--- config.mk ---
export PLATFORM = sky130hd
export DESIGN_NAME = stage_decode_iq
export DESIGN_NICKNAME = d
export VERILOG_FILES = /design/src/rtl/stage_decode_iq.sv
export SDC_FILE = /design/constraint.sdc
export NUM_CORES = 1
export LEC_CHECK = 0
export BUFFER_PORTS_ARGS = -buffer_cell sky130_fd_sc_hd__buf_2
export CAP_MARGIN = 20
export CORE_ASPECT_RATIO = 0.75
export CORE_MARGIN = 2
export CORE_UTILIZATION = 55
export CTS_BUF_LIST = sky130_fd_sc_hd__clkbuf_4 sky130_fd_sc_hd__clkbuf_8
export DETAILED_ROUTE_END_ITERATION = 10
export GPL_TIMING_DRIVEN = 0
export PLACE_DENSITY = 0.82
export SYNTH_ARGS = -nofsm -noshare
export SYNTH_HDL_FRONTEND = slang
export SYNTH_SLANG_ARGS = --single-unit
--- constraint.sdc ---
create_clock -name clk -period 7.8 [get_ports clk]
set_input_delay 1.56 -clock clk [delete_from_list [all_inputs] [get_ports clk]]
set_output_delay 1.56 -clock clk [all_outputs]
set_load 0.05 [all_outputs]
--- src/rtl/stage_decode_iq.sv ---
// Decode stage: in-order instruction queue feeding a registered ID-EX slot, with hazard stall and redirect.
// Optional feature macro RV_ID_BYPASS_EN: an instruction may issue straight from IF when the queue is empty.

package stage_decode_iq_pkg;
    typedef struct packed {
        logic        valid;
        logic [31:0] pc;
        logic [31:0] pc_plus_four;
        logic [31:0] op_a;
        logic [31:0] op_b;
        logic [2:0]  func3;
        logic        reg_wr_en;
        logic [4:0]  reg_wr_addr;
        logic        dmem_rd_en;
        logic        dmem_wr_en;
        logic [31:0] dmem_wr_data;
    } id_ex_reg_t;
endpackage

module instr_decoder
    import stage_decode_iq_pkg::*;
(
    input  logic [31:0] instr,
    input  logic [31:0] pc,
    input  logic [31:0] rs1_data,
    input  logic [31:0] rs2_data,
    output id_ex_reg_t  dec,
    output logic        taken,
    output logic [31:0] target
);
    logic [31:0] imm_i, imm_s, imm_b, imm_u, imm_j;
    logic        wr;

    assign imm_i = {{20{instr[31]}}, instr[31:20]};
    assign imm_s = {{20{instr[31]}}, instr[31:25], instr[11:7]};
    assign imm_b = {{19{instr[31]}}, instr[31], instr[7], instr[30:25], instr[11:8], 1'b0};
    assign imm_u = {instr[31:12], 12'b0};
    assign imm_j = {{11{instr[31]}}, instr[31], instr[19:12], instr[20], instr[30:21], 1'b0};

    always_comb begin
        dec              = '0;
        dec.valid        = 1'b1;
        dec.pc           = pc;
        dec.pc_plus_four = pc + 32'd4;
        dec.op_a         = rs1_data;
        dec.op_b         = rs2_data;
        dec.func3        = instr[14:12];
        dec.reg_wr_addr  = instr[11:7];
        dec.dmem_wr_data = rs2_data;
        wr               = 1'b0;
        taken            = 1'b0;
        target           = pc + imm_b;
        case (instr[6:0])
            7'h37: begin dec.op_a = '0; dec.op_b = imm_u; wr = 1'b1; end
            7'h17: begin dec.op_a = pc; dec.op_b = imm_u; wr = 1'b1; end
            // jumps hand the link value to EX as pc + 4
            7'h6f: begin
                dec.op_a = pc; dec.op_b = 32'd4; wr = 1'b1;
                taken = 1'b1; target = pc + imm_j;
            end
            7'h67: begin
                dec.op_a = pc; dec.op_b = 32'd4; wr = 1'b1;
                taken = 1'b1; target = (rs1_data + imm_i) & ~32'd1;
            end
            7'h63: begin
                case (instr[14:12])
                    3'b000:  taken = rs1_data == rs2_data;
                    3'b001:  taken = rs1_data != rs2_data;
                    3'b100:  taken = $signed(rs1_data) <  $signed(rs2_data);
                    3'b101:  taken = $signed(rs1_data) >= $signed(rs2_data);
                    3'b110:  taken = rs1_data <  rs2_data;
                    3'b111:  taken = rs1_data >= rs2_data;
                    default: taken = 1'b0;
                endcase
            end
            7'h03: begin dec.op_b = imm_i; wr = 1'b1; dec.dmem_rd_en = 1'b1; end
            7'h23: begin dec.op_b = imm_s; dec.dmem_wr_en = 1'b1; end
            7'h13: begin dec.op_b = imm_i; wr = 1'b1; end
            7'h33: wr = 1'b1;
            default: ;
        endcase
        dec.reg_wr_en = wr && (instr[11:7] != 5'd0);
    end
endmodule

module stage_decode_iq
    import stage_decode_iq_pkg::*;
#(
    parameter int IQ_DEPTH = 4,
    parameter int CNT_W    = $clog2(IQ_DEPTH) + 1
) (
    input  logic             clk,
    input  logic             rst_i,
    input  logic             squash_i,
    input  logic             fetch_valid_i,
    output logic             fetch_ready_o,
    input  logic [31:0]      instr_i,
    input  logic [31:0]      pc_i,
    output logic [4:0]       rs1_addr_o,
    output logic [4:0]       rs2_addr_o,
    input  logic [31:0]      data_rs1_i,
    input  logic [31:0]      data_rs2_i,
    input  logic             ex_load_i,
    input  logic [4:0]       ex_rd_i,
    input  logic             ex_ready_i,
    output id_ex_reg_t       id_ex_reg_o,
    output logic             redirect_o,
    output logic [31:0]      redirect_addr_o,
    output logic [CNT_W-1:0] iq_count_o
);
    localparam int PTR_W = $clog2(IQ_DEPTH);

    logic [31:0]      q_instr [IQ_DEPTH];
    logic [31:0]      q_pc    [IQ_DEPTH];
    logic [PTR_W-1:0] rd_ptr, wr_ptr;
    logic [CNT_W-1:0] count;
    logic             push, pop, wr, bypass, q_empty, head_valid, hazard, issue, taken;
    logic [31:0]      head_instr, head_pc;
    id_ex_reg_t       dec;

    assign q_empty       = count == '0;
    assign fetch_ready_o = (count < CNT_W'(IQ_DEPTH)) && !rst_i;
    assign push          = fetch_valid_i && fetch_ready_o;
`ifdef RV_ID_BYPASS_EN
    assign bypass = q_empty && push;
`else
    assign bypass = 1'b0;
`endif
    // with an empty queue the head view falls through to IF (only meaningful when bypassing)
    assign head_valid = !q_empty || bypass;
    assign head_instr = q_empty ? instr_i : q_instr[rd_ptr];
    assign head_pc    = q_empty ? pc_i    : q_pc[rd_ptr];
    assign rs1_addr_o = head_instr[19:15];
    assign rs2_addr_o = head_instr[24:20];

    assign hazard = ex_load_i && (ex_rd_i != 5'd0) &&
                    ((ex_rd_i == rs1_addr_o) || (ex_rd_i == rs2_addr_o));
    assign issue  = head_valid && !hazard && !squash_i && !rst_i &&
                    (!id_ex_reg_o.valid || ex_ready_i);
    assign pop    = issue && !q_empty;
    assign wr     = push && !(bypass && issue);

    instr_decoder u_dec (
        .instr    (head_instr),
        .pc       (head_pc),
        .rs1_data (data_rs1_i),
        .rs2_data (data_rs2_i),
        .dec      (dec),
        .taken    (taken),
        .target   (redirect_addr_o)
    );

    assign redirect_o = issue && taken;
    assign iq_count_o = count;

    always_ff @(posedge clk) begin
        if (wr) begin
            q_instr[wr_ptr] <= instr_i;
            q_pc[wr_ptr]    <= pc_i;
        end
    end

    always_ff @(posedge clk) begin
        if (rst_i || squash_i) begin
            rd_ptr            <= '0;
            wr_ptr            <= '0;
            count             <= '0;
            id_ex_reg_o.valid <= 1'b0;
        end else begin
            // a redirect discards everything younger than the issuing head, including this cycle's push
            if (redirect_o) begin
                rd_ptr <= '0;
                wr_ptr <= '0;
                count  <= '0;
            end else begin
                if (wr)  wr_ptr <= wr_ptr + 1'b1;
                if (pop) rd_ptr <= rd_ptr + 1'b1;
                count <= count + CNT_W'(wr) - CNT_W'(pop);
            end
            if (issue)
                id_ex_reg_o <= dec;
            else if (id_ex_reg_o.valid && ex_ready_i)
                id_ex_reg_o.valid <= 1'b0;
        end
    end
endmodule

==> impl_metrics.tcl <==
set metrics [dict create \
    ir_drop_uv 151 \
    drive_above_1_share_pct 29.9 \
    die_area_um2 41400 \
    drt-wirelength-per-cell_um 26.6 \
    synthDistinctLibCells 87 \
    synth.area.top_cells "edfxtp_1 58%, mux4_2 6.4%, ha_1 5.7%" \
    max_slew_margin_pct 23.9 \
    synth_edf_count 425 \
    synthDominantCellAreaShare_pct 58.4 \
    grt_busiest_layer "met2" \
    clock_latency_ps 640 \
    yosysMostFrequentCell "edfxtp_1" \
    placed_area_um2 24500 \
    cts_tree "yes" \
    setup_ws_ps 118 \
    synth_ff_type "edfxtp_1" \
    worstPathRequired_ps 6240 \
    via_per_inst 6.29 \
    syn_nets 1871 \
    period_minus_slack_ps 7680 \
    syn2layout_area_growth_pct 20.0 \
    grt_overflow 0 \
    synth_compound_area_share_pct 10.4 \
    min_period_over_period_pct 98.5 \
    path_clk_slew_ps 60 \
    critical_path_class "reg -> out" \
    synthXorXnorAreaFrac_pct 3.40 \
    stdcell_count 2649 \
    drc 0 \
    dp.cells 2514 \
    grt_max_degree 98 \
    dr.pass1.iters 5 \
    clock_sinks 435 \
    final-hold-violation-count 0 \
    antenna_found_initial 11 \
    dieHeight_um 177 \
    ys_seq_area_share_pct 59.3 \
    cts_buffers 69 \
    synthArstFlopShare_pct 0 \
    worstPathArrival_ps 6120 \
    min_path_type "reg -> reg" \
    synth_seq_cells 435 \
    drt-total-wl_um 70600 \
    fillers 2754 \
    p_leak_nw 10.3 \
    grt_pass1_vias 15800 \
    post-dp-hpwl_um 53100 \
    finalNetCount 2313 \
    multi_input_area_um2 8270 \
    grtUsageTotal_pct 33.8 \
    fmax_mhz 130 \
    cp_slowest_cell "fa_1" \
    via_count 16700 \
    place.gp.congestion 0.966 \
    pre_cts_ws_ps -1020 \
    ys_warn_count 0 \
    ioPinCount 358 \
    grt_first_pass_wirelength_um 99800 \
    h-tree-depth 3 \
    fin_setup_tns_ps 0 \
    core_um2 39300 \
    synth_top_family_by_area "compound AO/OA/AOI/OAI gates" \
    use_met2_pct 48.7 \
    synthMuxAreaShare_pct 8.97 \
    grtUsageMet3_pct 9.84 \
    gr-usage-met1_pct 47.7 \
    slowest_delay_ps 540 \
    syn_area_um2 21900 \
    synth_fa_ha_area_share_pct 5.94 \
    status "finished clean" \
    syn_avg_cell_area_um2 13.4 \
    final_cell_area_um2 26200 \
    total_power_w 0.00616 \
    drv_cap 0 \
    clockBufferDepth 3 \
    slew_viol_final 0 \
    fin_skew_ps 31.6 \
    clock-root-buffer "clkbuf_8" \
    die_w_um 234 \
    yosys.area_share.simple_pct 8.47 \
    yosysTopAreaCell "edfxtp_1" \
    crit_chain "or3_1 -> buf_6 -> buf_12 -> buf_6 -> buf_12 -> buf_6 -> mux2i_2 -> mux2i_1 -> fa_1 -> a211oi_2 -> o211ai_1 -> a221oi_2 -> o21bai_1 -> a21oi_1 -> o21ai_0 -> o41ai_1 -> xnor2_1 -> o21ai_1 -> clkbuf_4" \
    drt-initial-drc-count 2427 \
    synth_commonest_cells "425 x edfxtp_1, 153 x nand2_1, 106 x inv_1, 99 x ha_1, 87 x a21oi_1" \
    numPortBuffers 357 \
    hold_path_depth 2 \
    power_density_nw_per_um2 235 \
    cp_max_fo 19 \
    path_common_cell "buf_6" \
    ant_nets 0 \
    rows 63 \
    setup_violations 0 \
    synthCells 1630 \
    tightest_slew_ps 1130 \
    endpoint_kind "output port" \
    crit_path_start_kind "register" \
    seq_area_um2 13000 \
    start_util_pct 55.6 \
    r2r_cells 16 \
]
final timing paths:
path / start / end / slack, ps
hold / removal: rd_ptr[1]$_SDFFE_PP0P_ / register / 560
setup reg to reg: iq_count_o[2]$_SDFF_PP0_ / id_ex_reg_o[133]$_DFFE_PP_ / 2900
setup / recovery: iq_count_o[2]$_SDFF_PP0_ / redirect_addr_o[23] / 120
hold reg to reg: rd_ptr[1]$_SDFFE_PP0P_ / register / 560
cells by family (layout without fill, tap and decap cells):
kind of cell	after synthesis	after routing
other	0	5
multiplexers	112	112
XOR/XNOR	84	84
buffers and inverters	166	660
AO/OA/AOI/OAI	343	343
adder cells (fa/ha/maj)	102	102
flip-flops	435	435
AND/OR/NAND/NOR	388	388
worst max-delay path, delay by kind of cell (launching register included):
kind / cells / cell delay [ps]
multiplexers: 2 / 790
AO/OA/AOI/OAI: 8 / 1990
flip-flops: 1 / 510
XOR/XNOR: 1 / 160
AND/OR/NAND/NOR: 1 / 180
buffers and inverters: 6 / 1290
adder cells (fa/ha/maj): 1 / 540
final cells by class:
cell class,count,area share [%]
Inverter,107,1.56
Sequential cell,435,49.4
Multi-Input combinational cell,1029,31.5
Timing Repair Buffer,375,7.88
Antenna cell,5,0.0477
Clock inverter,31,1.27
Clock buffer,92,4.28
Buffer,55,1.57
Tap cell,520,2.48
cell usage in the layout, fill, tap and decap left out, drive strengths merged, types with 16 or more instances in the layout:
| cell | instances |
|---|---|
| a21o | 46 |
| a21oi | 88 |
| a221o | 24 |
| and3 | 16 |
| buf | 405 |
| clkbuf | 117 |
| clkinv | 19 |
| edfxtp | 425 |
| ha | 99 |
| inv | 110 |
| mux2i | 46 |
| mux4 | 63 |
| nand2 | 155 |
| nand3 | 35 |
| nand4 | 19 |
| nor2 | 79 |
| nor3 | 22 |
| o21ai | 84 |
| xnor2 | 66 |
| xor2 | 18 |
state kept, by name, indices dropped and copies added, names as in the netlist, named ones only:
name	cells
id_ex_reg_o	170
q_instr	128
rd_ptr	2
q_pc	128
wr_ptr	2
iq_count_o	3
where the power goes:
part / switching (W) / leakage [nW] / internal, W
Combinational: 0.00102 / 5.58 / 0.000437
Sequential: 0.0000114 / 3.94 / 0.00262
Clock: 0.000929 / 0.755 / 0.00115
through the flow:
step                      utilization (%)  hold slack (ps)
after floorplan                         -              490
after global placement               61.8              506
after detailed placement             62.3              540
after CTS                            66.2              555
after global routing                 66.7              587
final                                66.7              556
metal layers:
metal	wire length, µm	vias up
met3	9390	201
met2	30200	1228
li1	-	7148
met5	79	-
met1	27600	8074
met4	3350	12
repair_timing:
item | CTS | global route
pin swaps | 1 | 1
gates cloned | 0 | 0
hold endpoints to repair | 0 | 0
resized for setup | 28 | 26
setup endpoints to repair | 24 | 13
hold buffers | 0 | 0
buffers inserted | 3 | 8
Power figures use the tool's default switching activity.
